==> config.mk <==
export PLATFORM = sky130hd
export DESIGN_NAME = lane_queue
export DESIGN_NICKNAME = d
export VERILOG_FILES = /design/src/rtl/light_package.sv /design/src/rtl/intersection_traffic_model_lane_queue.sv
export SDC_FILE = /design/constraint.sdc
export NUM_CORES = 1
export LEC_CHECK = 0
export BUFFER_PORTS_ARGS = -buffer_cell sky130_fd_sc_hd__buf_2
export CORE_MARGIN = 3
export CORE_UTILIZATION = 25
export DETAILED_ROUTE_END_ITERATION = 12
export PLACE_DENSITY = 0.46
export RECOVER_POWER = 50
export SLEW_MARGIN = 20
export SYNTH_ARGS = -nofsm -noshare
export SYNTH_HDL_FRONTEND = slang
export SYNTH_SLANG_ARGS = --single-unit
==> constraint.sdc <==
create_clock -name clk -period 5 [get_ports clk]
set_clock_uncertainty 0.1 [all_clocks]
set_input_delay 0.5 -clock clk [delete_from_list [all_inputs] [get_ports clk]]
set_output_delay 0.5 -clock clk [all_outputs]
set_load 0.01 [all_outputs]
==> src/rtl/light_package.sv <==
// Shared light colours, lane indices and legal green-phase masks for the
// intersection model and its lane queues.
package light_package;

    typedef enum logic [1:0] {
        red    = 2'd0,
        yellow = 2'd1,
        green  = 2'd2
    } colors;

    localparam int unsigned NUM_LANES = 5;

    localparam int unsigned L_ES = 0;
    localparam int unsigned L_WS = 1;
    localparam int unsigned L_EL = 2;
    localparam int unsigned L_WL = 3;
    localparam int unsigned L_NS = 4;

    localparam logic [NUM_LANES-1:0] PHASE_ES_WS = 5'b00011;
    localparam logic [NUM_LANES-1:0] PHASE_EL_ES = 5'b00101;
    localparam logic [NUM_LANES-1:0] PHASE_WL_WS = 5'b01010;
    localparam logic [NUM_LANES-1:0] PHASE_WL_EL = 5'b01100;
    localparam logic [NUM_LANES-1:0] PHASE_NS    = 5'b10000;

    // A non-red set is legal if empty or contained in one of the phase masks.
    function automatic logic phase_legal(input logic [NUM_LANES-1:0] nonred);
        logic ok;
        ok = (nonred == '0);
        if ((nonred & ~PHASE_ES_WS) == '0) ok = 1'b1;
        if ((nonred & ~PHASE_EL_ES) == '0) ok = 1'b1;
        if ((nonred & ~PHASE_WL_WS) == '0) ok = 1'b1;
        if ((nonred & ~PHASE_WL_EL) == '0) ok = 1'b1;
        if ((nonred & ~PHASE_NS)    == '0) ok = 1'b1;
        return ok;
    endfunction

endpackage

==> src/rtl/intersection_traffic_model_lane_queue.sv <==
// One lane of the intersection: car queue, departure pacing, starvation
// timer and colour-sequence checking for a single light.
module lane_queue
    import light_package::*;
#(
    parameter int unsigned CW           = 4,
    parameter int unsigned DEPART_GAP   = 2,
    parameter int unsigned STARVE_LIMIT = 64
) (
    input  logic          clk,
    input  logic          reset,
    input  logic          arrive,
    input  colors         light,
    output logic [CW-1:0] count,
    output logic          depart_c,
    output logic          overflow_c,
    output logic          starve_c,
    output logic          seq_err_c
);

    localparam int unsigned GW = 4;
    localparam int unsigned WW = 10;
    localparam logic [CW-1:0] MAX_Q = {CW{1'b1}};

    logic [CW-1:0] count_q, count_d;
    logic [GW-1:0] gap_q, gap_d;
    logic [WW-1:0] wait_q, wait_d;
    colors         prev_q, prev_d;

    logic has_cars;
    logic room;
    logic arrival_ok;

    always_comb begin
        depart_c   = 1'b0;
        overflow_c = 1'b0;
        starve_c   = 1'b0;
        seq_err_c  = 1'b0;
        gap_d      = '0;
        wait_d     = '0;
        prev_d     = light;
        has_cars   = (count_q != '0);

        if (light == green && has_cars) begin
            if (gap_q == GW'(DEPART_GAP - 1)) begin
                depart_c = 1'b1;
            end else begin
                gap_d = gap_q + GW'(1);
            end
        end

        // A departing car frees its slot on the same edge, so a full lane
        // still accepts an arrival while it is draining.
        room       = (count_q != MAX_Q) || depart_c;
        arrival_ok = arrive && room;
        overflow_c = arrive && !room;
        count_d    = count_q + CW'(arrival_ok) - CW'(depart_c);

        if (light == red && has_cars) begin
            if (wait_q == WW'(STARVE_LIMIT)) begin
                wait_d = wait_q;
            end else begin
                wait_d = wait_q + WW'(1);
            end
            starve_c = (wait_q == WW'(STARVE_LIMIT - 1));
        end

        seq_err_c = (prev_q == green  && light == red)    ||
                    (prev_q == red    && light == yellow) ||
                    (prev_q == yellow && light == green);
    end

    always_ff @(posedge clk) begin
        if (!reset) begin
            count_q <= '0;
            gap_q   <= '0;
            wait_q  <= '0;
            prev_q  <= red;
        end else begin
            count_q <= count_d;
            gap_q   <= gap_d;
            wait_q  <= wait_d;
            prev_q  <= prev_d;
        end
    end

    assign count = count_q;

endmodule

==> results of run 1 <==
-- power by group --
| group | internal (W) | leakage (nW) | switching, W | total (W) |
|---|---|---|---|---|
| registers | 0.000169 | 0.163 | 0.00000933 | 0.000179 |
| clock network | 0.0000700 | 0.0288 | 0.0000521 | 0.000122 |
| logic | 0.0000305 | 0.241 | 0.0000406 | 0.0000711 |
-- area by class of cell --
type,count,share of cell area
multi-input combinational,86,0.512
sequential,20,0.329
tap,50,0.0513
clock buffer,4,0.0452
timing repair buffer,12,0.0441
inverter,6,0.0185
-- metrics by stage --
stage               std cells  setup WS [ns]
floorplan                 113           2.53
global placement          174           2.50
detailed placement        174           2.41
CTS                       178           2.40
global route              178           2.31
finish                    178           2.42
-- cell families after synthesis --
group                      count (synthesis)  synth area share
AOI/OAI and AO/OA                         14            0.0763
xor gates and xnor gates                   6            0.0493
adders and majority gates                 10             0.124
buffers and inverters                      7            0.0258
DFF                                       20             0.376
muxes                                      4            0.0376
and+or+nand+nor                           52             0.311
-- per-layer routing --
metal	vias to the layer above	track usage	part of all wire	wire length, um
met2	16	0.146	0.46	969
met5	-	0	0	0
met3	2	0.0309	0.049	104
li1	431	-	-	-
met1	403	0.113	0.49	1030
met4	0	0.0188	0.0019	4
-- cells in the mapped netlist, types with 4 or more instances --
master / n / share of area
sky130_fd_sc_hd__or3_1: 5 / 0.029
sky130_fd_sc_hd__dfxtp_1: 20 / 0.38
sky130_fd_sc_hd__a21oi_1: 5 / 0.023
sky130_fd_sc_hd__ha_1: 9 / 0.11
sky130_fd_sc_hd__mux2i_1: 4 / 0.038
sky130_fd_sc_hd__xor2_1: 4 / 0.033
sky130_fd_sc_hd__nand3_1: 10 / 0.047
sky130_fd_sc_hd__and2_1: 5 / 0.029
sky130_fd_sc_hd__inv_1: 6 / 0.021
sky130_fd_sc_hd__nor2_1: 6 / 0.021
sky130_fd_sc_hd__nand2_1: 7 / 0.025
sky130_fd_sc_hd__o21ai_0: 4 / 0.019
-- final timing paths --
| path | endpoint | slack (ns) | depth (start not counted) |
|---|---|---|---|
| max | count[2]$_SDFF_PN0_ | 2.42 | 9 |
| min | gap_q[0]$_SDFF_PP0_ | 0.37 | 1 |
| max reg2reg | count[2]$_SDFF_PN0_ | 2.42 | 9 |
| min reg2reg | gap_q[0]$_SDFF_PP0_ | 0.37 | 1 |
-- flip-flops by register name (all words and copies together), names as in the netlist --
name	flops
prev_q	2
wait_q	10
gap_q	4
count	4
-- worst max-delay path: cells and delay by family, from the launching register on --
| kind | cells | cell delay [ns] |
|---|---|---|
| xor+xnor | 1 | 0.17 |
| mux | 1 | 0.12 |
| fa+ha+maj | 3 | 0.77 |
| flops | 1 | 0.33 |
| simple gates | 3 | 0.90 |
| buf+inv | 1 | 0.08 |
==> impl_results.html, run 1 <==
<table>
<tr><th>Metric</th><th>Value</th></tr>
<tr><th colspan="2">Synth</th></tr>
<tr><td>Post-Synthesis Cell Area</td><td>~0.0011 sq mm</td></tr>
<tr><td>Synthesized area divided by synthesized cell count</td><td>between 9 and 10 sq um</td></tr>
<tr><td>Top FF cell, synth</td><td>sky130_fd_sc_hd__dfxtp_1</td></tr>
<tr><td>Mapped Nets</td><td>128</td></tr>
<tr><td>Syn. warnings</td><td>0</td></tr>
<tr><td>Synth Register Bits</td><td>20</td></tr>
<tr><td>Number of enable flip-flop cells after synthesis</td><td>0</td></tr>
<tr><td>Count of distinct cell types in the synthesized netlist</td><td>33</td></tr>
<tr><td>Async S/R FF share, synth</td><td>0</td></tr>
<tr><td>Post-Synthesis Cells</td><td>between 100 and 150</td></tr>
<tr><td>Sequential fraction of the synthesis area</td><td>0.376</td></tr>
<tr><th colspan="2">STA</th></tr>
<tr><td>Sum of negative setup slack</td><td>0 ns</td></tr>
<tr><td>Slew at the pin with the worst max-slew slack</td><td>around 0.75 ns</td></tr>
<tr><td>Final period demand of the worst path</td><td>2.58 ns</td></tr>
<tr><td>Worst slew slack as a fraction of its limit</td><td>0.499</td></tr>
<tr><td>Post-route clock period utilization</td><td>0.515</td></tr>
<tr><td>Tightest hold margin</td><td>0.373 ns</td></tr>
<tr><td>Final setup violation count</td><td>0</td></tr>
<tr><td>Max Slew Vio Count</td><td>0</td></tr>
<tr><td>Fmax</td><td>a little under 0.4 GHz</td></tr>
<tr><td>RSZ-0062 raised after global routing</td><td>false</td></tr>
<tr><td>Fin. Hold Viols</td><td>0</td></tr>
<tr><th colspan="2">Outcome</th></tr>
<tr><td>Outcome</td><td>finished, final reports clean</td></tr>
<tr><th colspan="2">GRT</th></tr>
<tr><td>Global Route Usage Sum</td><td>0.0889</td></tr>
<tr><td>Largest net degree at the start of global routing</td><td>12</td></tr>
<tr><td>Via count of the first global-routing pass</td><td>850</td></tr>
<tr><td>Antenna violations before repair</td><td>0</td></tr>
<tr><td>Sum of overflow across all layers after global routing</td><td>0</td></tr>
<tr><td>Wire length of the first global-routing pass</td><td>3770 um</td></tr>
<tr><th colspan="2">Worst setup path</th></tr>
<tr><td>Delay of the slowest cell on the worst path</td><td>between 0.4 and 0.5 ns</td></tr>
<tr><td>Critical path class</td><td>flip-flop to flip-flop</td></tr>
<tr><td>Required time reported for the critical path endpoint</td><td>roughly 5.1 ns</td></tr>
<tr><td>Launching element type of the critical path</td><td>flip-flop</td></tr>
<tr><td>Critical path origin</td><td>count[2]$_SDFF_PN0_</td></tr>
<tr><td>Standard cell with the maximum stage delay on the critical path</td><td>sky130_fd_sc_hd__or3b_1</td></tr>
<tr><td>RR Startpoint</td><td>count[2]$_SDFF_PN0_</td></tr>
<tr><td>Critical Path, Cell by Cell</td><td>inv_1 &gt; ha_1 &gt; or3b_1 &gt; and4bb_4 &gt; mux2i_1 &gt; ha_1 &gt; fa_1 &gt; xor2_1 &gt; and2_1</td></tr>
<tr><td>Data arrival time of the critical path</td><td>2.63 ns</td></tr>
<tr><td>Critical Path End Type</td><td>flip-flop</td></tr>
<tr><td>Most repeated library cell on the critical path</td><td>sky130_fd_sc_hd__ha_1</td></tr>
<tr><td>Maximum fanout along the worst path</td><td>9</td></tr>
<tr><th colspan="2">Floorplan</th></tr>
<tr><td>Initial Utilization</td><td>0.263</td></tr>
<tr><td>Num ports</td><td>13</td></tr>
<tr><td>Num rows</td><td>23</td></tr>
<tr><td>Die outline area</td><td>slightly above 0.005 sq mm</td></tr>
<tr><td>Die width</td><td>approximately 70 um</td></tr>
<tr><td>Die height</td><td>roughly 70 um</td></tr>
<tr><td>Core region area</td><td>0.00406 sq mm</td></tr>
<tr><th colspan="2">Route</th></tr>
<tr><td>Total vias in the final route</td><td>~850</td></tr>
<tr><td>First-pass DRT Iterations</td><td>4</td></tr>
<tr><td>Antenna violation net count after detailed routing</td><td>0</td></tr>
<tr><td>Total detailed-routing wirelength</td><td>roughly 2100 um</td></tr>
<tr><td>Avg Vias per Cell</td><td>roughly 4.8</td></tr>
<tr><td>Post-detailed-route DRC marker count</td><td>0</td></tr>
<tr><td>Number of design-rule violations left by the first detailed-router iteration</td><td>45</td></tr>
<tr><td>Wirelength per Cell</td><td>about 12 um</td></tr>
<tr><th colspan="2">CTS</th></tr>
<tr><td>Master cell of the clock root buffer</td><td>sky130_fd_sc_hd__clkbuf_8</td></tr>
<tr><td>Number of H-tree levels</td><td>1</td></tr>
<tr><td>Number of buffers added for setup after CTS</td><td>0</td></tr>
<tr><td>Hold-fix buffer count after cts</td><td>0</td></tr>
<tr><td>Worst skew pair latency</td><td>approximately 0.25 ns</td></tr>
<tr><td>Post-CTS resize count</td><td>0</td></tr>
<tr><td>TritonCTS clock tree</td><td>built</td></tr>
<tr><td>CTS Sinks</td><td>20</td></tr>
<tr><td>Clock Pin Slew Worst Setup and Hold Paths</td><td>0.07 ns</td></tr>
<tr><td>Clock Tree Buf Depth</td><td>2</td></tr>
<tr><td>Number of buffers inserted during clock tree synthesis</td><td>3</td></tr>
<tr><th colspan="2">Layout</th></tr>
<tr><td>Layout Nets</td><td>between 100 and 150</td></tr>
<tr><td>Filler cell count in the final layout</td><td>about 440</td></tr>
<tr><td>Area of the multi-input gates</td><td>624 sq um</td></tr>
<tr><td>Final core utilization</td><td>0.300</td></tr>
<tr><td>Synth-to-layout area growth</td><td>14.3%</td></tr>
<tr><td>Diode count</td><td>0</td></tr>
<tr><td>Most common cell after layout, fill and taps aside</td><td>sky130_fd_sc_hd__dfxtp_1</td></tr>
<tr><td>Commonest cells after routing, fill and taps aside</td><td>sky130_fd_sc_hd__dfxtp_1 (20), sky130_fd_sc_hd__nand3_1 (10), sky130_fd_sc_hd__ha_1 (9)</td></tr>
<tr><td>FF/Latch Area</td><td>roughly 400 sq um</td></tr>
<tr><td>Share of final-layout standard cells stronger than drive strength 1</td><td>0.109</td></tr>
<tr><td>Design area</td><td>around 0.0012 sq mm</td></tr>
<tr><th colspan="2">Power</th></tr>
<tr><td>Worst IR drop on VDD</td><td>between 0.1 and 0.15 mV</td></tr>
<tr><td>Power after layout</td><td>between 0.0003 and 0.0004 W</td></tr>
<tr><td>Leakage power</td><td>between 0.4 and 0.5 nW</td></tr>
<tr><td>Power density over the cells</td><td>305 mW/mm^2</td></tr>
<tr><th colspan="2">Place</th></tr>
<tr><td>Buffers added on ports</td><td>12</td></tr>
<tr><td>Cell area after placement</td><td>0.00118 sq mm</td></tr>
<tr><td>Detailed Place HPWL</td><td>between 1500 and 2000 um</td></tr>
<tr><td>Final weighted congestion in routability-driven placement</td><td>between 0.7 and 0.8</td></tr>
<tr><th colspan="2">Worst hold path</th></tr>
<tr><td>Hold Path Class</td><td>flip-flop to flip-flop</td></tr>
<tr><td>Hold Startpoint</td><td>gap_q[0]$_SDFF_PP0_</td></tr>
<tr><th colspan="2">Run</th></tr>
<tr><td>Max-cap check violation count</td><td>0</td></tr>
</table>
Power figures use the tool's default switching activity.
==> run 2: changes to the inputs <==
PLACE_DENSITY = 0.47   (was 0.46)
clock period = 2.2 ns   (was 5 ns; I/O delays follow)
==> run 2 against run 1 <==
  * The flow now finishes with violations (negative setup slack)
  * Clock power grew to 3.0 times the previous value
  * Global-route usage rose by 0.83 points
  * Routed wire length rose by 9.6%
  * Cell area is 14% higher
  * Total power rose to 2.7 times the previous value
  * Sequential share of layout area down 3.9 points
  * Via count is 4.9% higher
  * Sequential power up 120%
  * Cell count is 6.7% higher
  * Worst setup slack got worse by 2.6 ns
  * First-iteration DRC count rose by 24%
  * Die area stayed put
==> impl_results.html, run 2 (synthesis results as in run 1) <==
<table>
<tr><th>Metric</th><th>Value</th></tr>
<tr><th colspan="2">STA</th></tr>
<tr><td>Final setup violation count</td><td>4 (+4)</td></tr>
<tr><td>Max Slew Vio Count</td><td>0 (unchanged)</td></tr>
<tr><td>Post-route clock period utilization</td><td>1.08 (+0.566)</td></tr>
<tr><td>Worst Setup Slack, final</td><td>-0.180 ns (-2.60 ns)</td></tr>
<tr><td>Fin. Hold Viols</td><td>0 (unchanged)</td></tr>
<tr><td>Worst slew slack as a fraction of its limit</td><td>0.494 (-0.00549)</td></tr>
<tr><td>Slew at the pin with the worst max-slew slack</td><td>0.754 ns (+0.00817 ns)</td></tr>
<tr><td>Fmax</td><td>0.420 GHz (+8.3%)</td></tr>
<tr><td>Tightest hold margin</td><td>0.178 ns (-0.195 ns)</td></tr>
<tr><td>RSZ-0062 raised after global routing</td><td>true</td></tr>
<tr><td>Final period demand of the worst path</td><td>2.38 ns (-0.197 ns)</td></tr>
<tr><th colspan="2">Power</th></tr>
<tr><td>P_sw</td><td>0.000254 W (+150%)</td></tr>
<tr><td>Share of total power consumed by net switching</td><td>0.256 (-0.0186)</td></tr>
<tr><td>Clock power frac</td><td>0.368 (+0.040)</td></tr>
<tr><td>Sequential power share</td><td>0.403 (-0.077)</td></tr>
<tr><td>Power density over the cells</td><td>714 mW/mm^2 (+130%)</td></tr>
<tr><td>Internal Power</td><td>0.000739 W (+170%)</td></tr>
<tr><td>Comb pwr share</td><td>0.228 (+0.037)</td></tr>
<tr><td>Worst IR drop on VDD</td><td>0.299 mV (+170%)</td></tr>
<tr><td>Leakage power</td><td>0.523 nW (+21%)</td></tr>
<tr><th colspan="2">Run</th></tr>
<tr><td>Max-cap check violation count</td><td>0 (unchanged)</td></tr>
<tr><th colspan="2">GRT</th></tr>
<tr><td>Largest net degree at the start of global routing</td><td>13 (+1)</td></tr>
<tr><td>Sum of overflow across all layers after global routing</td><td>0 (unchanged)</td></tr>
<tr><td>Wire length of the first global-routing pass</td><td>4020 um (+6.4%)</td></tr>
<tr><td>Via count of the first global-routing pass</td><td>941 (+11%)</td></tr>
<tr><td>Antenna violations before repair</td><td>0 (unchanged)</td></tr>
<tr><td>Global Route Usage Sum</td><td>0.0972 (+0.00828)</td></tr>
<tr><th colspan="2">Layout</th></tr>
<tr><td>Register containing the most flip-flops in the final layout</td><td>wait_q</td></tr>
<tr><td>Diode count</td><td>0 (unchanged)</td></tr>
<tr><td>FF/Latch Area</td><td>403 sq um (+0.62%)</td></tr>
<tr><td>Area of the multi-input gates</td><td>679 sq um (+8.8%)</td></tr>
<tr><td>Most common cell after layout, fill and taps aside</td><td>sky130_fd_sc_hd__dfxtp_1</td></tr>
<tr><td>Filler cell count in the final layout</td><td>422 (-3.0%)</td></tr>
<tr><td>Flip-flop count of the largest register after layout</td><td>10 (unchanged)</td></tr>
<tr><td>Share of final-layout standard cells stronger than drive strength 1</td><td>0.293 (+0.183)</td></tr>
<tr><td>Commonest cells after routing, fill and taps aside</td><td>sky130_fd_sc_hd__dfxtp_1 (18), sky130_fd_sc_hd__buf_2 (11), sky130_fd_sc_hd__nand3_1 (10)</td></tr>
<tr><td>Synth-to-layout area growth</td><td>30.5%</td></tr>
<tr><td>Final core utilization</td><td>0.343 (+0.0426)</td></tr>
<tr><td>Layout Nets</td><td>156 (+8.3%)</td></tr>
<tr><th colspan="2">CTS</th></tr>
<tr><td>Worst skew pair latency</td><td>0.26 ns (about the same)</td></tr>
<tr><td>Number of H-tree levels</td><td>1 (unchanged)</td></tr>
<tr><td>CTS Sinks</td><td>20 (unchanged)</td></tr>
<tr><td>Number of buffers inserted during clock tree synthesis</td><td>3 (unchanged)</td></tr>
<tr><td>TritonCTS clock tree</td><td>built</td></tr>
<tr><td>Master cell of the clock root buffer</td><td>sky130_fd_sc_hd__clkbuf_8</td></tr>
<tr><td>Clock Pin Slew Worst Setup and Hold Paths</td><td>0.08 ns (about the same)</td></tr>
<tr><td>Hold-fix buffer count after cts</td><td>0 (unchanged)</td></tr>
<tr><td>Clock Tree Buf Depth</td><td>2 (unchanged)</td></tr>
<tr><th colspan="2">Route</th></tr>
<tr><td>Post-detailed-route DRC marker count</td><td>0 (unchanged)</td></tr>
<tr><td>Avg Vias per Cell</td><td>4.71 (-1.7%)</td></tr>
<tr><td>Antenna violation net count after detailed routing</td><td>0 (unchanged)</td></tr>
<tr><td>Total vias in the final route</td><td>894 (+4.9%)</td></tr>
<tr><td>Wirelength per Cell</td><td>12.2 um (+2.7%)</td></tr>
<tr><td>Number of design-rule violations left by the first detailed-router iteration</td><td>56 (+24%)</td></tr>
<tr><td>First-pass DRT Iterations</td><td>4 (unchanged)</td></tr>
<tr><td>Total detailed-routing wirelength</td><td>2310 um (+9.6%)</td></tr>
<tr><th colspan="2">Worst setup path</th></tr>
<tr><td>Maximum fanout along the worst path</td><td>2 (-7)</td></tr>
<tr><td>Launching element type of the critical path</td><td>flip-flop</td></tr>
<tr><td>Critical path class</td><td>flip-flop to flip-flop</td></tr>
<tr><td>Data arrival time of the critical path</td><td>2.44 ns (-0.19 ns)</td></tr>
<tr><td>Required time reported for the critical path endpoint</td><td>2.26 ns (-2.79 ns)</td></tr>
<tr><td>Critical Path End Type</td><td>flip-flop</td></tr>
<tr><th colspan="2">Floorplan</th></tr>
<tr><td>Die outline area</td><td>0.00508 sq mm (unchanged)</td></tr>
<tr><td>Die height</td><td>71.3 um (unchanged)</td></tr>
<tr><td>Num ports</td><td>13 (unchanged)</td></tr>
<tr><td>Core region area</td><td>0.00406 sq mm (unchanged)</td></tr>
<tr><td>Num rows</td><td>23 (unchanged)</td></tr>
<tr><td>Initial Utilization</td><td>0.263 (unchanged)</td></tr>
<tr><td>Die width</td><td>71.3 um (unchanged)</td></tr>
<tr><th colspan="2">Worst hold path</th></tr>
<tr><td>Hold Path Class</td><td>primary input to flip-flop</td></tr>
<tr><th colspan="2">Place</th></tr>
<tr><td>Final weighted congestion in routability-driven placement</td><td>0.726 (-4.4%)</td></tr>
<tr><td>Detailed Place HPWL</td><td>1700 um (+4.2%)</td></tr>
<tr><td>Buffers added on ports</td><td>12 (unchanged)</td></tr>
<tr><th colspan="2">Outcome</th></tr>
<tr><td>Outcome</td><td>complete, but fails checks</td></tr>
<tr><td>Violated checks</td><td>negative setup slack</td></tr>
</table>
run 2: layer usage:
layer  part of all wire  track usage  vias up  wire, um
li1                   -            -      454         -
met5                  0            0        -         0
met4             0.0056       0.0251        0        13
met1               0.44        0.117      420      1030
met3              0.049       0.0309        2       114
met2               0.50        0.167       18      1160
run 2: worst max-delay path, cell delays in order, from the launching register on:
cell and delay, ns:
sky130_fd_sc_hd__dfxtp_2 0.33, sky130_fd_sc_hd__inv_2 0.06, sky130_fd_sc_hd__ha_4 0.11, sky130_fd_sc_hd__or3b_4 0.37, sky130_fd_sc_hd__and4bb_4 0.34, sky130_fd_sc_hd__mux2i_2 0.21, sky130_fd_sc_hd__ha_2 0.22, sky130_fd_sc_hd__fa_2 0.42
sky130_fd_sc_hd__and2_1 0.14
run 2: stage by stage:
step / total power (W) / instances / setup slack, ns / setup TNS [ns] / cell area [sq um]
detailed placement: 0.000633 / 185 / -0.182 / -0.368 / 1280
global route: 0.00106 / 190 / -0.255 / -0.770 / 1390
floorplan: 0.000551 / 113 / -0.134 / -0.297 / 1080
global placement: 0.000629 / 185 / -0.122 / -0.214 / 1280
CTS: 0.00102 / 190 / -0.154 / -0.450 / 1370
finish: 0.000993 / 190 / -0.180 / -0.392 / 1390
run 2: power by group through the flow:
stage	logic, W	registers [W]	clock network (W)
6_report	0.000227	0.000401	0.000366
5_1_grt	0.000261	0.000404	0.000396
4_1_cts	0.000239	0.000402	0.000375
3_5_place_dp	0.000223	0.000410	0
3_3_place_gp	0.000219	0.000410	0
2_1_floorplan	0.000129	0.000422	0
run 2: timing repair:
action / in CTS / in global routing
endpoints found under the setup margin: 3 / 4
setup buffers: 1 / 1
pin swaps: 5 / 6
resized for setup: 4 / 12
run 2: area by class of cell:
| type | count | area share |
|---|---|---|
| tap | 50 | 0.0450 |
| clock buffer | 3 | 0.0297 |
| clock inverter | 1 | 0.0216 |
| inverter | 6 | 0.0162 |
| sequential | 20 | 0.290 |
| timing repair buffer | 24 | 0.110 |
| multi-input combinational | 86 | 0.488 |
run 2: worst paths after layout:
kind / startpoint / end / slack (ns) / cells after the start
worst max-delay path: gap_q[1]$_SDFF_PP0_ / count[1]$_SDFF_PN0_ / -0.18 / 8
worst min-delay path: light[0] / prev_q[0]$_SDFF_PN0_ / 0.18 / 2
worst max register to register: gap_q[1]$_SDFF_PP0_ / count[1]$_SDFF_PN0_ / -0.18 / 8
worst min register to register: wait_q[9]$_SDFFE_PN0P_ / wait_q[9]$_SDFFE_PN0P_ / 0.39 / 2
